**config.mk**
```make
export PLATFORM = sky130hd
export DESIGN_NAME = booth_dot_accum
export DESIGN_NICKNAME = d
export VERILOG_FILES = /design/src/rtl/booth_dot_accum_pkg.sv /design/src/rtl/booth_dot_accum_sat_add_s.sv /design/src/rtl/booth_dot_accum.sv
export SDC_FILE = /design/constraint.sdc
export NUM_CORES = 1
export LEC_CHECK = 0
export BUFFER_PORTS_ARGS = -buffer_cell sky130_fd_sc_hd__buf_2
export CORE_MARGIN = 3
export CORE_UTILIZATION = 40
export DETAILED_ROUTE_END_ITERATION = 16
export PLACE_DENSITY = 0.63
export SKIP_CTS_REPAIR_TIMING = 1
export SYNTH_ARGS = -nofsm -noshare
export SYNTH_HDL_FRONTEND = slang
export SYNTH_HIERARCHICAL = 1
export SYNTH_SLANG_ARGS = --single-unit
```
**constraint.sdc**
```tcl
create_clock -name clk -period 5.8 [get_ports clk]
set_input_delay 1.74 -clock clk [delete_from_list [all_inputs] [get_ports clk]]
set_output_delay 1.74 -clock clk [all_outputs]
set_load 0.01 [all_outputs]
```
**src/rtl/booth_dot_accum_pkg.sv**
```systemverilog
// Shared definitions for the Booth dot-product accumulator:
// FSM state encodings and the default widths.
package booth_dot_accum_pkg;

   typedef enum logic [1:0] {
      ST_IDLE  = 2'd0,
      ST_ACCUM = 2'd1,
      ST_DONE  = 2'd2
   } state_t;

   localparam int DEF_PROD_W = 16;
   localparam int DEF_ACC_W  = 24;
   localparam int DEF_LEN_W  = 8;

endpackage

```
**src/rtl/booth_dot_accum_sat_add_s.sv**
```systemverilog
// Combinational signed saturating adder. A W+1 bit sum exposes overflow
// as a disagreement between its top two bits.
module sat_add_s #(
   parameter int W = 24
) (
   input  logic [W-1:0] a,
   input  logic [W-1:0] b,
   output logic [W-1:0] sum,
   output logic         ovf
);

   localparam logic [W-1:0] SAT_MAX = {1'b0, {(W-1){1'b1}}};
   localparam logic [W-1:0] SAT_MIN = {1'b1, {(W-1){1'b0}}};

   logic [W:0] sum_full;

   always_comb begin
      sum_full = {a[W-1], a} + {b[W-1], b};
      ovf      = sum_full[W] ^ sum_full[W-1];
      if (ovf) begin
         // Bit W carries the true sign of the result, which picks the rail.
         sum = sum_full[W] ? SAT_MIN : SAT_MAX;
      end else begin
         sum = sum_full[W-1:0];
      end
   end

endmodule

```
**src/rtl/booth_dot_accum.sv**
```systemverilog
// Accumulates a run of signed products into a saturating dot product and
// hands the result downstream over a valid/ready handshake.
module booth_dot_accum
   import booth_dot_accum_pkg::*;
#(
   parameter int PROD_W = DEF_PROD_W,
   parameter int ACC_W  = DEF_ACC_W,
   parameter int LEN_W  = DEF_LEN_W
) (
   input  logic              clk,
   input  logic              rst_n,
   input  logic              start,
   input  logic [LEN_W-1:0]  len,
   input  logic              clear,
   input  logic              prod_valid,
   output logic              prod_ready,
   input  logic [PROD_W-1:0] prod,
   output logic              acc_valid,
   input  logic              acc_ready,
   output logic [ACC_W-1:0]  acc_out,
   output logic              acc_ovf,
   output logic              busy,
   output logic [1:0]        dbg_state
);

   // Handshakes: a transfer happens on a rising edge where valid && ready.
   // prod_ready and acc_valid depend on state only, never on the partner's signal.

   state_t             state, state_next;
   logic [LEN_W-1:0]   len_q;
   logic [LEN_W-1:0]   cnt;
   logic [ACC_W-1:0]   prod_ext;
   logic [ACC_W-1:0]   add_sum;
   logic               add_ovf;
   logic               beat;
   logic               last_beat;

   assign prod_ext  = {{(ACC_W-PROD_W){prod[PROD_W-1]}}, prod};
   assign beat      = prod_valid && prod_ready;
   assign last_beat = beat && (cnt == len_q - LEN_W'(1));
   assign dbg_state = state;

   sat_add_s #(.W(ACC_W)) u_sat_add (
      .a   (acc_out),
      .b   (prod_ext),
      .sum (add_sum),
      .ovf (add_ovf)
   );

   always_ff @(posedge clk) begin
      if (!rst_n) begin
         state <= ST_IDLE;
      end else begin
         state <= state_next;
      end
   end

   always_comb begin
      state_next = state;
      if (clear) begin
         state_next = ST_IDLE;
      end else begin
         case (state)
            ST_IDLE:  if (start) state_next = (len != '0) ? ST_ACCUM : ST_DONE;
            ST_ACCUM: if (last_beat) state_next = ST_DONE;
            ST_DONE:  if (acc_ready) state_next = ST_IDLE;
            default:  state_next = ST_IDLE;
         endcase
      end
   end

   always_comb begin
      prod_ready = (state == ST_ACCUM);
      acc_valid  = (state == ST_DONE);
      busy       = (state == ST_ACCUM) || (state == ST_DONE);
   end

   // Datapath: acc_out doubles as the running accumulator and is frozen outside ACCUM.
   always_ff @(posedge clk) begin
      if (!rst_n) begin
         acc_out <= '0;
         acc_ovf <= 1'b0;
         cnt     <= '0;
         len_q   <= '0;
      end else if (clear) begin
         acc_out <= '0;
         acc_ovf <= 1'b0;
         cnt     <= '0;
      end else begin
         case (state)
            ST_IDLE: begin
               if (start) begin
                  acc_out <= '0;
                  acc_ovf <= 1'b0;
                  cnt     <= '0;
                  len_q   <= len;
               end
            end
            ST_ACCUM: begin
               if (beat) begin
                  acc_out <= add_sum;
                  acc_ovf <= acc_ovf | add_ovf;
                  cnt     <= cnt + LEN_W'(1);
               end
            end
            default: ;
         endcase
      end
   end

endmodule

```
After elaboration in Yosys (flattened, before gate mapping)
Cells that the tools add are included.
Widths: inputs -> output; s select.
{"block": "totals", "wordCells": 45, "reg_bits": 43}
{"block": "op_classes", "n_bitwise": 4, "muxes": 16, "n_eq_ne": 7, "add_sub_neg": 3, "reduce_logical": 10}
{"op": "$mux 24", "count": 4}
{"op": "$pmux 24 s2", "count": 1}
{"op": "$add 24x16->25", "count": 1}
{"op": "$mux 8", "count": 2}
{"op": "$pmux 8 s2", "count": 1}
{"op": "$reduce_and 3->1", "count": 3}
{"op": "$add 8x1->8 const B", "count": 1}
{"op": "$eq 8x8->1", "count": 1}
{"op": "$mux 2", "count": 4}
{"op": "$reduce_bool 8->1", "count": 1}
{"op": "$sub 8x1->8 const B", "count": 1}
{"op": "$ne 2x1->1 const B", "count": 3}
{"op": "$pmux 2 s3", "count": 1}
{"op": "$eq 2x1->1 const B", "count": 1}
{"op": "$eq 2x2->1 const B", "count": 1}
{"op": "$logic_and 1x1->1", "count": 2}
{"op": "$logic_not 2->1", "count": 1}
{"op": "$mux 1", "count": 2}
{"op": "$ne 2x2->1 const B", "count": 1}
{"op": "$not 1->1", "count": 2}
{"op": "$pmux 1 s2", "count": 1}
{"op": "$reduce_bool 2->1", "count": 1}
{"op": "$reduce_or 2->1", "count": 1}
{"op": "$logic_or 1x1->1", "count": 1}
{"op": "2 further kinds", "count": 2}

Depth between registers and ports, before layout
{"block": "logic_depth", "word_depth": 5, "mapped_depth": 13}

Modules after synthesis
The synthesis kept the hierarchy.
{"module": "booth_dot_accum", "instances": 1, "cells_each": 245, "area_per_inst_um2": 2060.7}
{"module": "sat_add_s", "instances": 1, "cells_each": 282, "area_per_inst_um2": 1911.8}

Least setup slack after synthesis
No wires, ideal clock.
{"block": "synth_timing", "path_type": "input to register", "start": "input port prod[12]", "end": "register acc_out[16]", "setup_time_ns": 0.074, "cell_stages": 13, "arrival_ns": 4.172, "slack_ns": 1.554, "n_path_buf": 2, "required_time_ns": 5.726, "cell_sequence": "ha_1 -> clkbuf_1 -> a21o_1 -> a311oi_1 -> o41ai_2 -> o21ai_1 -> nand2_1 -> clkbuf_1 -> nand3_1 -> nand3_1 -> nand3_1 -> a21o_1 -> a31oi_1"}
{"block": "synth_via", "elab_chain_cells": 5}
{"element": "start: declaration", "line": "booth_dot_accum.sv:17", "text": "input logic [PROD_W-1:0] prod,"}
{"element": "$add 24x16->25 (*)", "line": "booth_dot_accum_sat_add_s.sv:18", "text": "sum_full = {a[W-1], a} + {b[W-1], b};"}
{"element": "$mux 24 / $xor 1x1->1 (equally long branches)", "line": "booth_dot_accum_sat_add_s.sv:22, booth_dot_accum_sat_add_s.sv:19"}
{"element": "$mux 24 (*)", "line": "booth_dot_accum_sat_add_s.sv:20", "text": "if (ovf) begin"}
{"element": "via add_sum[16]", "line": "booth_dot_accum.sv:33", "text": "logic [ACC_W-1:0] add_sum;"}
{"element": "$mux 24 (*)", "line": "booth_dot_accum.sv:100", "text": "if (beat) begin"}
{"element": "$pmux 24 s2 (*)", "line": "booth_dot_accum.sv:90", "text": "case (state)"}
{"element": "end signal: assignment", "line": "booth_dot_accum.sv:101", "text": "acc_out <= add_sum;"}
{"element": "end: declaration", "line": "booth_dot_accum.sv:20", "text": "output logic [ACC_W-1:0] acc_out,"}
Mark *: on every way through the listed nets, which the timed path passes. The rest lies on a longest branch. The select of a mux whose other input is x is not followed.
A chain may end at the register's enable or synchronous reset.

Final worst setup path
{"block": "layout_timing", "start": "input port prod[8]", "end": "register acc_out[18]"}
Same word-level chain as after synthesis.

==> parameters.txt <==
Parameter                              Value

Power and ir drop
  Comb pwr share    0.267
  Power share of the clock group    0.325
  Net load switching power    0.257 mW
  Cell internal pwr    0.504 mW
  Register share of total power    0.408
  Maximum resistive drop on vdd    0.000115 V
  Post-route total power    0.761 mW
  Pleak    1.86 nW
  Power density over the cells    171 nW/um2
  Sw Ratio    0.338

STA
  Minimum period implied by the final worst setup slack    4.68 ns
  Fraction of the cycle the final worst path needs    0.807
  Transition time at the pin with the least slew margin    1.11 ns
  Clk_skew    0.0132 ns
  Maximum operating frequency    0.214 GHz
  Setup repair after global routing missed its margin    no
  Hold Fails Final Rpt    0
  Number of setup violations in the final report    0
  Pins Over Slew Limit    0
  Total Negative Setup Slacks    0 ns
  Rel. slew slack    0.258
  Hold slack final    0.475 ns

Synthesis
  Multiplexer share of the synthesized area    0.0312
  Mean instance size in the synthesized netlist    7.54 um2
  Yosys cell types    69
  Post-synthesis sequential area ratio    0.217
  Basic-gate share of the synthesized area counting and, or, nand and nor cells    0.286
  Main combinational cell family by area after synthesis    simple AND/OR/NAND/NOR gates
  Cell area after synthesis    3970 um2
  Parity-gate share of the synthesized area counting xor and xnor cells    0.0661
  Count of state elements after synthesis    43
  Post-synthesis net count    587
  Leading register cell type out of synthesis    sky130_fd_sc_hd__dfxtp_1
  Gate count of the mapped netlist    527
  FFs w/ async S/R, synth    0
  Post-synthesis compound-gate area fraction    0.266
  Adder and majority gate portion of the synthesized area    0.0964
  Count of synthesis-stage warnings from yosys    6
  Number of enable flip-flop cells after synthesis    0

Routing
  Ratio of routed vias to standard cells    5.94
  Routed WL    11.9 mm
  Routed wire length per instance    17.0 um
  DRC Markers    0
  First-pass iteration count of the detailed router    6
  Number of nets still failing antenna checks after routing    0
  Number of DRC violations after detailed-routing iteration 0    322
  Total via count after detailed routing    4153

Global routing
  Total routing resource utilization after global routing    0.208
  Vias in the first global route    3746
  Pin count of the biggest net entering global routing    35
  Initial antenna violation count    0
  Global-route wire length before repair    18.9 mm
  Residual overflow from global routing    0

CTS
  Clock Root Buffer    sky130_fd_sc_hd__clkbuf_8
  Number of buffers added by the clock tree synthesis step    5
  Number of buffers on the longest clock path    2
  Clock latency reported for the late side of the worst-skew pair    0.31 ns
  Clock tree from TritonCTS    done
  Number of levels in the clock H-tree    2
  Reg clk slew, reported paths    0.09 ns
  Clock Sinks    43

Final layout
  Final std cell area, no fill    4440 um2
  Count of placed standard cells in the final layout, fillers left out    699
  Syn-to-layout area delta    11.8%
  Final nets    629
  Share of layout cells above drive strength 1    0.168
  Antenna diode instance count    0

Place
  Port Buffer Count    59
  RD Place Congestion    0.958
  Post-DP Area    4330 um2
  Half-perimeter wire length after detailed placement    9.09 mm
  Number of placed instances, taps included    691

Floorplan
  Die Height    106 um
  Die Footprint    11200 um2
  Number of top-level pins    60
  Cell row count    35
  Core area    9460 um2
  Initial Util    0.420
  Horizontal die dimension    106 um

Run status
  Outcome    complete, no violations

Worst setup path
  Data arrival at the endpoint of the critical path    4.86 ns
  Nature of the critical path startpoint    primary input
  Critical path peak fanout    17
  Category of the most critical setup path    primary input to register
  Data required time at the worst endpoint    5.98 ns
  Nature of the critical path endpoint    register

Worst hold path
  Hold Path Class    register to register

Job
  Max cap viols    0
final timing paths:
kind,start,to,slack [ns],cells past startpoint
max,prod[8],acc_out[18],1.12,11
min,acc_out[7],acc_out[7],0.47,2
max reg2reg,acc_out[12],acc_out[18],2.28,10
min reg2reg,acc_out[7],acc_out[7],0.47,2
per-layer routing:
layer  GRT usage  part of all wire  up-vias
met4      0.0333             0.012        0
met1       0.312              0.49     1949
met2       0.316              0.42      155
li1            -                 -     2035
met3      0.0331             0.072       14
met5           0                 0        -
cell families (layout without fill, tap and decap cells):
group           count (synthesis)  count (layout)
compound gates                160             160
xor+xnor                       30              30
fa+ha+maj                      30              30
buf+inv                        34              77
flops                          43              43
mux                            11              11
simple gates                  219             219
worst max-delay path, stage by stage:
cell and delay (ns):
sky130_fd_sc_hd__buf_2 0.10, sky130_fd_sc_hd__ha_1 0.41, sky130_fd_sc_hd__a21o_1 0.17, sky130_fd_sc_hd__a311oi_1 0.12
sky130_fd_sc_hd__o41ai_2 0.58, sky130_fd_sc_hd__o21ai_1 0.22, sky130_fd_sc_hd__nand2_1 0.52, sky130_fd_sc_hd__mux2i_4 0.46
sky130_fd_sc_hd__or3b_1 0.38, sky130_fd_sc_hd__nand3_1 0.08, sky130_fd_sc_hd__a21oi_1 0.06
power by group through the flow:
stage / registers [mW] / clock network, mW / logic [mW]
floorplan: 0.315 / 0 / 0.145
global placement: 0.317 / 0 / 0.200
detailed placement: 0.317 / 0 / 0.200
CTS: 0.310 / 0.256 / 0.201
global route: 0.312 / 0.267 / 0.223
finish: 0.310 / 0.247 / 0.203
state kept, by name (all words and copies together), names as in the netlist:
name and count:
acc_ovf 1, len_q 8, acc_out 24, dbg_state 2
cnt 8
cells in the final DEF (no fill, tap or decap), types with 3 or more instances in the layout:
cell / Yosys / final
sky130_fd_sc_hd__a211oi_1: 6 / 6
sky130_fd_sc_hd__a211oi_2: 3 / 3
sky130_fd_sc_hd__a21o_1: 11 / 11
sky130_fd_sc_hd__a21oi_1: 58 / 58
sky130_fd_sc_hd__a311oi_1: 3 / 3
sky130_fd_sc_hd__a31oi_1: 5 / 5
sky130_fd_sc_hd__a41oi_1: 3 / 3
sky130_fd_sc_hd__and2_1: 4 / 4
sky130_fd_sc_hd__and3_1: 3 / 3
sky130_fd_sc_hd__and4_1: 4 / 4
sky130_fd_sc_hd__buf_2: 5 / 59
sky130_fd_sc_hd__buf_4: 0 / 3
sky130_fd_sc_hd__clkbuf_8: 0 / 5
sky130_fd_sc_hd__dfxtp_1: 43 / 43
sky130_fd_sc_hd__ha_1: 29 / 29
sky130_fd_sc_hd__inv_1: 7 / 7
sky130_fd_sc_hd__mux2i_1: 9 / 9
sky130_fd_sc_hd__nand2_1: 59 / 59
sky130_fd_sc_hd__nand2b_1: 7 / 7
sky130_fd_sc_hd__nand3_1: 47 / 47
sky130_fd_sc_hd__nand4_1: 4 / 4
sky130_fd_sc_hd__nor2_1: 28 / 28
sky130_fd_sc_hd__nor2_2: 3 / 3
sky130_fd_sc_hd__nor2b_1: 11 / 11
sky130_fd_sc_hd__nor3_1: 16 / 16
sky130_fd_sc_hd__nor3_2: 5 / 5
sky130_fd_sc_hd__nor4_1: 8 / 8
sky130_fd_sc_hd__o211ai_1: 14 / 14
sky130_fd_sc_hd__o21a_1: 4 / 4
sky130_fd_sc_hd__o21ai_0: 25 / 25
sky130_fd_sc_hd__o21ai_1: 3 / 3
sky130_fd_sc_hd__or3_1: 6 / 6
sky130_fd_sc_hd__xnor2_1: 12 / 12
sky130_fd_sc_hd__xor2_1: 18 / 18
synth_stat cells, drive strengths merged (4+ instances only):
cell type / number / area share
nand2: 59 / 0.056
a21oi: 58 / 0.073
nand3: 47 / 0.059
dfxtp: 43 / 0.22
nor2: 31 / 0.031
ha: 29 / 0.091
o21ai: 29 / 0.037
nor3: 21 / 0.033
clkbuf: 20 / 0.019
xor2: 18 / 0.040
o211ai: 15 / 0.032
xnor2: 12 / 0.026
a21o: 11 / 0.021
nor2b: 11 / 0.017
mux2i: 10 / 0.028
a211oi: 9 / 0.021
nor4: 9 / 0.016
buf: 7 / 0.012
inv: 7 / 0.0066
nand2b: 7 / 0.011
or3: 6 / 0.0094
a31oi: 5 / 0.0079
and2: 4 / 0.0063
and4: 4 / 0.0088
nand4: 4 / 0.0063
o21a: 4 / 0.0076
cell type report:
class                   count  area, um2
clock buffers               5       68.8
well taps                 129        161
fillers                   991       5020
flip-flops and latches     43        861
multi-input cells         450       2960
inverters                   7       26.3
clock inverters             3       43.8
repair buffers             62        318
per-stage QoR:
stage          worst slack [ns]  utilization
5_1_grt                   0.975        0.469
6_report                   1.12        0.469
3_5_place_dp              0.869        0.458
2_1_floorplan              1.55            -
3_3_place_gp              0.919        0.458
4_1_cts                    1.18        0.469
No activity file was read; power rests on OpenSTA's default activity.
